### config.mk
export PLATFORM = sky130hd
export DESIGN_NAME = dual_frame_compare
export DESIGN_NICKNAME = d
export VERILOG_FILES = /design/src/rtl/dual_frame_compare.sv
export SDC_FILE = /design/constraint.sdc
export NUM_CORES = 1
export LEC_CHECK = 0
export CAP_MARGIN = 10
export CORE_UTILIZATION = 48
export DETAILED_ROUTE_END_ITERATION = 6
export PLACE_DENSITY_LB_ADDON = 0.25
export SYNTH_ARGS = -nofsm -noshare
export SYNTH_HDL_FRONTEND = slang
export SYNTH_SLANG_ARGS = --single-unit
export TNS_END_PERCENT = 30
### constraint.sdc
create_clock -name clk -period 2.1 [get_ports clk]
set_input_delay 0.63 -clock clk [delete_from_list [all_inputs] [get_ports clk]]
set_output_delay 0.63 -clock clk [all_outputs]
set_load 0.01 [all_outputs]
### src/rtl/dual_frame_compare.sv
// Pairs one frame from each CRC-checked channel, waits a bounded time for the late one,
// then reports a compare status, an XOR diff mask and saturating error statistics.
module dual_frame_compare #(
    parameter int DATA_W  = 64,
    parameter int TIMEOUT = 1000,
    parameter int CNT_W   = 16
) (
    input  logic              clk,
    input  logic              rst_n,
    input  logic              aDone,
    input  logic              aCrcOk,
    input  logic [DATA_W-1:0] aData,
    input  logic              bDone,
    input  logic              bCrcOk,
    input  logic [DATA_W-1:0] bData,
    output logic              resValid,
    output logic [2:0]        status,
    output logic [DATA_W-1:0] diffMask,
    output logic              overrun,
    output logic [CNT_W-1:0]  frameCnt,
    output logic [CNT_W-1:0]  errCnt
);

    localparam logic [2:0] S_IDLE    = 3'd0;
    localparam logic [2:0] S_WAIT_A  = 3'd1;
    localparam logic [2:0] S_WAIT_B  = 3'd2;
    localparam logic [2:0] S_COMPARE = 3'd3;
    localparam logic [2:0] S_REPORT  = 3'd4;

    localparam logic [2:0] ST_MATCH     = 3'd0;
    localparam logic [2:0] ST_MISMATCH  = 3'd1;
    localparam logic [2:0] ST_A_CRC     = 3'd2;
    localparam logic [2:0] ST_B_CRC     = 3'd3;
    localparam logic [2:0] ST_BOTH_CRC  = 3'd4;
    localparam logic [2:0] ST_A_MISSING = 3'd5;
    localparam logic [2:0] ST_B_MISSING = 3'd6;

    localparam logic [CNT_W-1:0]  CNT_ONE  = {{(CNT_W-1){1'b0}}, 1'b1};
    localparam logic [CNT_W-1:0]  CNT_ZERO = {CNT_W{1'b0}};
    localparam logic [CNT_W-1:0]  TMO_LAST = CNT_W'(TIMEOUT - 1);
    localparam logic [DATA_W-1:0] DATA_ZERO = {DATA_W{1'b0}};

    function automatic logic [2:0] classify(input logic a_ok, input logic b_ok, input logic same);
        logic [2:0] code;
        if (!a_ok && !b_ok) begin
            code = ST_BOTH_CRC;
        end else if (!a_ok) begin
            code = ST_A_CRC;
        end else if (!b_ok) begin
            code = ST_B_CRC;
        end else if (same) begin
            code = ST_MATCH;
        end else begin
            code = ST_MISMATCH;
        end
        return code;
    endfunction

    function automatic logic [CNT_W-1:0] sat_inc(input logic [CNT_W-1:0] v);
        return (&v) ? v : v + CNT_ONE;
    endfunction

    logic [2:0]        state_q,      state_d;
    logic [CNT_W-1:0]  timer_q,      timer_d;
    logic [DATA_W-1:0] a_data_q,     a_data_d;
    logic [DATA_W-1:0] b_data_q,     b_data_d;
    logic              a_ok_q,       a_ok_d;
    logic              b_ok_q,       b_ok_d;
    logic              a_pend_q,     a_pend_d;
    logic              b_pend_q,     b_pend_d;
    logic [2:0]        res_status_q, res_status_d;
    logic [DATA_W-1:0] res_diff_q,   res_diff_d;
    logic              res_valid_q,  res_valid_d;
    logic [2:0]        status_q,     status_d;
    logic [DATA_W-1:0] diff_mask_q,  diff_mask_d;
    logic              overrun_q,    overrun_d;
    logic [CNT_W-1:0]  frame_cnt_q,  frame_cnt_d;
    logic [CNT_W-1:0]  err_cnt_q,    err_cnt_d;

    logic              eff_a_s;
    logic              eff_b_s;
    logic [2:0]        route_state_s;
    logic [2:0]        cmp_status_s;

    // Next-state, latch capture and result computation
    always_comb begin
        state_d       = state_q;
        timer_d       = timer_q;
        a_data_d      = a_data_q;
        b_data_d      = b_data_q;
        a_ok_d        = a_ok_q;
        b_ok_d        = b_ok_q;
        a_pend_d      = 1'b0;
        b_pend_d      = 1'b0;
        res_status_d  = res_status_q;
        res_diff_d    = res_diff_q;
        res_valid_d   = 1'b0;
        status_d      = status_q;
        diff_mask_d   = diff_mask_q;
        overrun_d     = overrun_q;
        frame_cnt_d   = frame_cnt_q;
        err_cnt_d     = err_cnt_q;

        if (aDone) begin
            a_data_d = aData;
            a_ok_d   = aCrcOk;
        end else begin
            a_data_d = a_data_q;
        end
        if (bDone) begin
            b_data_d = bData;
            b_ok_d   = bCrcOk;
        end else begin
            b_data_d = b_data_q;
        end

        // Pending flags only survive COMPARE -> REPORT, so they are zero elsewhere
        eff_a_s = aDone | a_pend_q;
        eff_b_s = bDone | b_pend_q;
        if (eff_a_s && eff_b_s) begin
            route_state_s = S_COMPARE;
        end else if (eff_a_s) begin
            route_state_s = S_WAIT_B;
        end else if (eff_b_s) begin
            route_state_s = S_WAIT_A;
        end else begin
            route_state_s = S_IDLE;
        end

        cmp_status_s = classify(a_ok_q, b_ok_q, a_data_q == b_data_q);

        case (state_q)
            S_IDLE: begin
                state_d = route_state_s;
                timer_d = CNT_ZERO;
            end
            S_WAIT_B: begin
                if (bDone) begin
                    state_d = S_COMPARE;
                end else if (aDone) begin
                    timer_d = CNT_ZERO;
                end else if (timer_q == TMO_LAST) begin
                    state_d      = S_REPORT;
                    res_status_d = ST_B_MISSING;
                    res_diff_d   = DATA_ZERO;
                end else begin
                    timer_d = timer_q + CNT_ONE;
                end
                if (aDone) begin
                    overrun_d = 1'b1;
                end else begin
                    overrun_d = overrun_q;
                end
            end
            S_WAIT_A: begin
                if (aDone) begin
                    state_d = S_COMPARE;
                end else if (bDone) begin
                    timer_d = CNT_ZERO;
                end else if (timer_q == TMO_LAST) begin
                    state_d      = S_REPORT;
                    res_status_d = ST_A_MISSING;
                    res_diff_d   = DATA_ZERO;
                end else begin
                    timer_d = timer_q + CNT_ONE;
                end
                if (bDone) begin
                    overrun_d = 1'b1;
                end else begin
                    overrun_d = overrun_q;
                end
            end
            S_COMPARE: begin
                state_d      = S_REPORT;
                res_status_d = cmp_status_s;
                if (cmp_status_s == ST_MATCH || cmp_status_s == ST_MISMATCH) begin
                    res_diff_d = a_data_q ^ b_data_q;
                end else begin
                    res_diff_d = DATA_ZERO;
                end
                a_pend_d = aDone;
                b_pend_d = bDone;
            end
            S_REPORT: begin
                res_valid_d = 1'b1;
                status_d    = res_status_q;
                diff_mask_d = res_diff_q;
                frame_cnt_d = sat_inc(frame_cnt_q);
                if (res_status_q != ST_MATCH) begin
                    err_cnt_d = sat_inc(err_cnt_q);
                end else begin
                    err_cnt_d = err_cnt_q;
                end
                if ((a_pend_q && aDone) || (b_pend_q && bDone)) begin
                    overrun_d = 1'b1;
                end else begin
                    overrun_d = overrun_q;
                end
                state_d = route_state_s;
                timer_d = CNT_ZERO;
            end
            default: begin
                state_d = S_IDLE;
                timer_d = CNT_ZERO;
            end
        endcase
    end

    // State and output registers, updated on the falling edge like the CRC stages
    always_ff @(negedge clk or negedge rst_n) begin
        if (!rst_n) begin
            state_q      <= S_IDLE;
            timer_q      <= CNT_ZERO;
            a_data_q     <= DATA_ZERO;
            b_data_q     <= DATA_ZERO;
            a_ok_q       <= 1'b0;
            b_ok_q       <= 1'b0;
            a_pend_q     <= 1'b0;
            b_pend_q     <= 1'b0;
            res_status_q <= ST_MATCH;
            res_diff_q   <= DATA_ZERO;
            res_valid_q  <= 1'b0;
            status_q     <= ST_MATCH;
            diff_mask_q  <= DATA_ZERO;
            overrun_q    <= 1'b0;
            frame_cnt_q  <= CNT_ZERO;
            err_cnt_q    <= CNT_ZERO;
        end else begin
            state_q      <= state_d;
            timer_q      <= timer_d;
            a_data_q     <= a_data_d;
            b_data_q     <= b_data_d;
            a_ok_q       <= a_ok_d;
            b_ok_q       <= b_ok_d;
            a_pend_q     <= a_pend_d;
            b_pend_q     <= b_pend_d;
            res_status_q <= res_status_d;
            res_diff_q   <= res_diff_d;
            res_valid_q  <= res_valid_d;
            status_q     <= status_d;
            diff_mask_q  <= diff_mask_d;
            overrun_q    <= overrun_d;
            frame_cnt_q  <= frame_cnt_d;
            err_cnt_q    <= err_cnt_d;
        end
    end

    assign resValid = res_valid_q;
    assign status   = status_q;
    assign diffMask = diff_mask_q;
    assign overrun  = overrun_q;
    assign frameCnt = frame_cnt_q;
    assign errCnt   = err_cnt_q;

endmodule
==> metrics.md, run 1 <==
| Metric | Value |
|---|---|
| Die X | `169 µm` |
| Worst VDD drop | `approximately 0.67 mV` |
| Max_cap viols | `0` |
| Final core utilization | `0.680` |
| Filler cells | `~2000` |
| H-tree depth | `2` |
| Pre-Repair DR Iteration Count | `7` |
| Warnings from Yosys | `0` |
| Vias in the first global route | `9600` |
| Syn Inst Count | `roughly 940` |
| Drt first-iter violations | `around 400` |
| Crit path required time | `1.47 ns` |
| Asr flop ratio synth | `1.00` |
| CP Max Fanout | `2` |
| Final Total Pwr | `0.0214 W` |
| Die area | `28600 µm²` |
| Final WL | `between 30 and 40 mm` |
| PwrDens | `around 1200 nW/µm²` |
| Net Sw Frac | `0.299` |
| Bufs and invs on worst path | `1` |
| Critical Path AT | `between 2 and 2.5 ns` |
| Clock Path Buffers | `3` |
| Antenna Nets Post-Route | `0` |
| CP max stage delay | `around 0.48 ns` |
| Synth area leaders | `dfrtn_1 (59%), mux2_2 (17%), xnor2_1 (5.7%)` |
| Top cell type's share of synthesized area | `0.595` |
| CP top delay family | `flip-flops` |
| CTS root buf | `clkbuf_16` |
| Synth cell types | `between 50 and 60` |
| Post-synth EDFFs | `0` |
| Post-synthesis sequential area ratio | `0.595` |
| Core Box Area | `~27000 µm²` |
| GRT Overall Usage | `0.240` |
| Combinational power share | `0.295` |
| Cell-by-cell trace of the critical path | `buf_6` |
| Internal power | `between 0.015 and 0.02 W` |
| RePlAce Congestion | `approximately 0.8` |
| Max Clock Skew | `around 0.012 ns` |
| Post-DP HPWL | `roughly 24 mm` |
| IO Pins | `roughly 240` |
| Worst-path clk slew | `0.05 ns` |
| Fin. Hold Viols | `0` |
| Seq pwr share | `0.420` |
| Clk_lat worst skew | `0.52 ns` |
| Final slew viol count | `0` |
| Routed WL per cell | `19.4 µm` |
| Final Non-Filler Cells | `around 1700` |
| Place WS | `-0.810 ns` |
| DR vias | `slightly above 9000` |
| Area of the mapped netlist | `approximately 13000 µm²` |
| Hold Path Class | `flop to flop` |
| Vias per inst | `5.29` |
| Num CTS Buffers | `35` |
| RSZ-0062 raised after global routing | `true` |
| Largest net degree at the start of global routing | `55` |
| Initial antenna violation count | `1` |
| Psw | `0.00641 W` |
| Ant diodes | `0` |
| Commonest non-fill, non-tap cell in the layout | `dfrtn_1` |
| Final worst slack | `-0.710 ns` |
| Clock sink count | `319` |
| WS Path Type | `flop to output port` |
| Rows | `60` |
| Area leader, netlist | `dfrtn_1` |
| DRC viols | `0` |
| Syn_nets | `roughly 1100` |
| CP max-delay cell | `dfrtn_1` |
| Avg Cell Area, Syn | `14.3 µm²` |
| First-pass GRT wire length | `around 53 mm` |
| Share of cells above drive strength 1 | `0.436` |
| Violated checks | `setup timing` |
| Setup violators final | `roughly 260` |
| Run status | `finished with violations` |
| Worst setup SP type | `flop` |
| # port buffers | `around 230` |
| Final-stage net count | `~1500` |
| Initial Util | `0.494` |
| P&R area growth vs syn | `37.6%` |
| Flop2flop setup slack | `-0.16 ns` |
| Leak | `~8.5 nW` |
| #FFs+latches synth | `319` |
| Die H | `around 170 µm` |
| Slew headroom | `0.582` |
| Worst-margin pin slew | `~0.62 ns` |
| CP endpoint kind | `output port` |
| Dpl cells | `between 1500 and 2000` |
| Commonest cells after routing, fill and taps aside | `dfrtn_1 (319), mux2_2 (178), buf_4 (138)` |
| GRT overflow | `0` |
| CTS tree | `built` |
| Setup TNS | `-88.30 ns` |
| Top FF cell, synth | `dfrtn_1` |
| Clock network fraction of total power | `0.285` |
==> flip-flops by register name, summed over array words and instances, names as in the netlist <==
| signal | flops |
|---|---|
| timer_q | 16 |
| a_data_q | 64 |
| b_pend_q | 1 |
| b_data_q | 64 |
| resValid | 1 |
| errCnt | 16 |
| overrun | 1 |
| res_status_q | 3 |
| a_ok_q | 1 |
| res_diff_q | 64 |
| b_ok_q | 1 |
| status | 3 |
| diffMask | 64 |
| a_pend_q | 1 |
| frameCnt | 16 |
| state_q | 3 |
==> layer usage <==
metal / vias to the layer above / track usage / wire length, µm
li1: 4131 / - / -
met3: 64 / 0.0457 / 1830
met1: 4612 / 0.343 / 15400
met5: - / 0 / 0
met4: 0 / 0.0748 / 920
met2: 297 / 0.372 / 15300
==> worst paths after layout <==
check / startpoint / cells past startpoint / endpoint
max in group asynchronous: rst_n / 3 / a_data_q[49]$_DFFE_NN0P_
min in group asynchronous: rst_n / 1 / diffMask[54]$_DFFE_NN0P_
setup / recovery: diffMask[50]$_DFFE_NN0P_ / 1 / diffMask[50]
hold reg to reg: res_diff_q[51]$_DFFE_NN0P_ / 1 / res_diff_q[51]$_DFFE_NN0P_
setup reg to reg: b_data_q[3]$_DFFE_NN0P_ / 7 / res_status_q[0]$_DFFE_NN0P_
hold / removal: res_diff_q[51]$_DFFE_NN0P_ / 1 / res_diff_q[51]$_DFFE_NN0P_
==> through the flow <==
step	cell area (µm²)	hold slack [ns]
finish	18500	0.434
global route	18500	0.445
CTS	18300	0.433
detailed placement	17300	0.429
global placement	17300	0.427
floorplan	13700	0.411
==> cell families (layout without fill, tap and decap cells) <==
logic type                 Yosys count  count (layout)  synth area share
buffers and inverters               52             463            0.0214
muxes                              198             198             0.166
and+or+nand+nor                    152             152            0.0619
adders and majority gates            6               6           0.00569
xor gates and xnor gates           105             105            0.0685
AOI/OAI and AO/OA                  105             105            0.0816
DFF                                319             319             0.595
==> power by group through the flow <==
stage	logic [W]	registers (W)	clock network, W
detailed placement	0.00656	0.00904	0
global route	0.00680	0.00920	0.00643
CTS	0.00629	0.00900	0.00620
global placement	0.00640	0.00903	0
finish	0.00632	0.00902	0.00610
floorplan	0.00323	0.00910	0
==> synth_stat cells, types with 4 or more instances <==
library cell and count:
nor2_1 29, buf_12 4, o2bb2ai_1 22, a21oi_1 5
ha_1 5, o21ai_0 14, and3_1 11, mux2_2 197
nor4_1 4, buf_1 8, inv_1 6, nand4_1 25
dfrtn_1 319, clkbuf_1 28, nand3_1 21, xor2_1 18
nand2_1 27, a31oi_1 4, nor3_1 9, o2bb2ai_2 42
xnor2_1 87
==> what timing repair did <==
action | CTS | global route
hold buffers | 0 | 0
gates resized for setup | 457 | 15
pin swaps | 31 | 4
buffers inserted | 18 | 11
endpoints found under the setup margin | 311 | 306
==> cell type report <==
cell class	count	area (µm²)	share of cell area
multi-input combinational	566	5380	0.291
clock inverter	8	90.1	0.00488
timing repair buffer	396	3470	0.188
inverter	7	26.3	0.00142
sequential	319	7980	0.432
clock buffer	52	1050	0.0570
tap	372	465	0.0252
No activity file was read; power rests on OpenSTA's default activity.
==> run 2, diff against run 1 <==
--- a/config.mk
+++ b/config.mk
@@ -5,6 +5,7 @@
 export SDC_FILE = /design/constraint.sdc
 export NUM_CORES = 1
 export LEC_CHECK = 0
+export ABC_AREA = 1
 export CAP_MARGIN = 10
 export CORE_UTILIZATION = 48
 export DETAILED_ROUTE_END_ITERATION = 6
==> run 2 against run 1 <==
  * The flow still finishes with violations (setup timing)
  * Sequential share of layout area up 0.29 points
  * Area after synthesis up 2.6%
  * Non-clock buffer count down 31
  * Cell area down 0.68%
  * Setup slack worse by 0.00055 ns
  * Register-to-register slack better by 0.18 ns
  * First-iteration DRC count up 60%
  * Critical path depth unchanged
  * Die area up 2.6%
  * Global-route usage up 0.24 points
  * Core utilization down 2.5 points
  * Critical path type unchanged
  * Largest cell class unchanged
  * Largest power group unchanged
==> metrics.md, run 2 <==
| Metric | Value |
|---|---|
| H-tree depth | `2` |
| Num CTS Buffers | `35` |
| Die X | `171 µm` |
| Clock sink count | `between 300 and 400` |
| DRC viols | `0` |
| CP endpoint kind | `output port` |
| PwrDens | `1080 nW/µm²` |
| Setup violators final | `roughly 190` |
| Final core utilization | `0.655` |
| CTS root buf | `clkbuf_16` |
| Share of cells above drive strength 1 | `0.201` |
| Antenna Nets Post-Route | `0` |
| Worst setup SP type | `flop` |
| Cell-by-cell trace of the critical path | `buf_2` |
| Syn Inst Count | `approximately 1500` |
| Internal power | `between 0.01 and 0.015 W` |
| Hold WS | `roughly 0.42 ns` |
| Final slew viol count | `0` |
| Clk_lat worst skew | `approximately 0.52 ns` |
| Slew headroom | `0.552` |
| First-pass GRT wire length | `around 56 mm` |
| Largest net degree at the start of global routing | `68` |
| Post-synthesis mux area share | `0.000818` |
| Drt first-iter violations | `about 640` |
| RePlAce Congestion | `0.848` |
| Post-Synth Adder-Cell Area | `0.00454` |
| GRT overflow | `0` |
| GRT Overall Usage | `0.243` |
| CP top delay family | `flip-flops` |
| Synth cell types | `38` |
| # port buffers | `about 230` |
| Top cell type's share of synthesized area | `0.580` |
| WS Path Type | `flop to output port` |
| Vias in the first global route | `11081` |
| Die area | `29400 µm²` |
| CP max stage delay | `approximately 0.45 ns` |
| Final worst slack | `-0.710 ns` |
| Max Clock Skew | `about 0.017 ns` |
| Simple-Gate Fraction of Synth Area | `0.200` |
| Asr flop ratio synth | `1.00` |
| Post-synth EDFFs | `0` |
| XOR/XNOR Fraction of Synth Area | `0.0439` |
| Clock network fraction of total power | `0.279` |
| Die H | `roughly 170 µm` |
| Dpl cells | `approximately 2200` |
| Post-synthesis sequential area ratio | `0.580` |
| Fin. Hold Viols | `0` |
| Commonest cells after routing, fill and taps aside | `nand2_1 (516), dfrtn_1 (319), inv_1 (152)` |
| Top FF cell, synth | `dfrtn_1` |
| Initial Util | `0.492` |
| Max_cap viols | `0` |
| Warnings from Yosys | `0` |
| Core Box Area | `approximately 28000 µm²` |
| Seq pwr share | `0.421` |
| Avg Cell Area, Syn | `9.10 µm²` |
| Area leader, netlist | `dfrtn_1` |
| Initial antenna violation count | `1` |
| P&R area growth vs syn | `33.2%` |
| Area of the mapped netlist | `roughly 14000 µm²` |
| R2r startpoint | `timer_q[0]$_DFFE_NN0P_` |
| Count leader, synth | `nand2_1` |
| Commonest non-fill, non-tap cell in the layout | `nand2_1` |
| DR vias | `between 10000 and 15000` |
| Final Total Pwr | `0.0199 W` |
| Most common library cells after synthesis | `nand2_1 (520), dfrtn_1 (319), inv_1 (153)` |
| Violated checks | `setup timing` |
| Post-DP HPWL | `between 20 and 25 mm` |
| Run status | `finished with violations` |
| Hold Path Class | `flop to flop` |
| Final non-filler cell area | `around 18000 µm²` |
| Crit path required time | `between 1 and 1.5 ns` |
| Psw | `0.00639 W` |
| Final WL | `34.6 mm` |
| Clock Path Buffers | `3` |
| CP Max Fanout | `2` |
| Leak | `9.11 nW` |
| IO Pins | `235` |
| Worst-path clk slew | `roughly 0.040 ns` |
| Net Sw Frac | `0.322` |
| Final-stage net count | `between 1500 and 2000` |
| Largest family of logic cells by synthesized area | `simple AND/OR/NAND/NOR gates` |
| Synth Area in Compound Gates | `0.106` |
| Synth area leaders | `dfrtn_1 (58%), nand2_1 (14%), o21ai_0 (5.3%)` |
| Worst Setup SP | `diffMask[63]$_DFFE_NN0P_` |
| Flop2flop setup slack | `0.02 ns` |
| Rows | `between 60 and 70` |
| RSZ-0062 raised after global routing | `true` |
| Routed WL per cell | `about 15 µm` |
| Final Non-Filler Cells | `between 2000 and 2500` |
| Combinational power share | `0.300` |
| Worst-margin pin slew | `0.666 ns` |
| Hold-fix buffers, CTS | `0` |
| Hold_sp | `diffMask[51]$_DFFE_NN0P_` |
| Syn_nets | `roughly 1700` |
| Critical Path AT | `approximately 2.2 ns` |
| CTS tree | `built` |
| Worst VDD drop | `between 0.6 and 0.7 mV` |
| Pre-Repair DR Iteration Count | `5` |
| #FFs+latches synth | `~320` |
| Vias per inst | `~5` |
| Bufs and invs on worst path | `1` |
| CP max-delay cell | `dfrtn_1` |
| Dpl cell area | `17300 µm²` |
run 2: final cells by class:
class	instances	area [µm²]
Clock inverter	6	40.0
Inverter	161	623
Multi-Input combinational cell	973	5000
Sequential cell	319	7980
Fill cell	2283	9670
Antenna cell	1	2.50
Clock buffer	51	966
Tap cell	378	473
Timing Repair Buffer	365	3250
run 2: kinds of logic (layout without fill, tap and decap cells):
kind of cell,Yosys count,after routing
xor+xnor,69,69
buf+inv,222,583
simple gates,682,682
other cells,0,1
flops,319,319
fa+ha+maj,5,5
compound gates,216,216
mux,1,1
run 2: final timing paths:
check,endpoint,cells past startpoint
worst min-delay path,diffMask[51]$_DFFE_NN0P_,2
worst min register to register,diffMask[51]$_DFFE_NN0P_,2
min in group asynchronous,res_diff_q[54]$_DFFE_NN0P_,2
worst max register to register,timer_q[12]$_DFFE_NN0P_,8
max in group asynchronous,diffMask[29]$_DFFE_NN0P_,3
worst max-delay path,diffMask[63],1
run 2: metrics by stage:
step / TNS, ns / setup WS (ns)
CTS: -83.48 / -0.720
global route: -89.28 / -0.754
floorplan: -69.40 / -0.648
global placement: -189.92 / -0.817
finish: -81.67 / -0.710
detailed placement: -195.82 / -0.870
run 2: repair_timing:
action                                  4_1_cts  5_1_grt
gates resized for setup                     449       28
pin swaps                                     4        1
setup buffers                                20       13
endpoints found under the setup margin      290      226
run 2: power by group through the flow:
| stage | sequential, W | combinational, W | clock [W] |
|---|---|---|---|
| final | 0.00836 | 0.00597 | 0.00555 |
| after global routing | 0.00849 | 0.00658 | 0.00589 |
| after CTS | 0.00834 | 0.00577 | 0.00564 |
| after detailed placement | 0.00843 | 0.00596 | 0 |
| after global placement | 0.00841 | 0.00579 | 0 |
| after floorplan | 0.00851 | 0.00298 | 0 |
run 2: per-layer routing:
layer / global-route usage / share of wire / vias to the layer above
met1: 0.328 / 0.44 / 5334
met4: 0.0815 / 0.029 / 0
li1: - / - / 5441
met2: 0.397 / 0.47 / 334
met5: 0 / 0 / -
met3: 0.0400 / 0.061 / 63
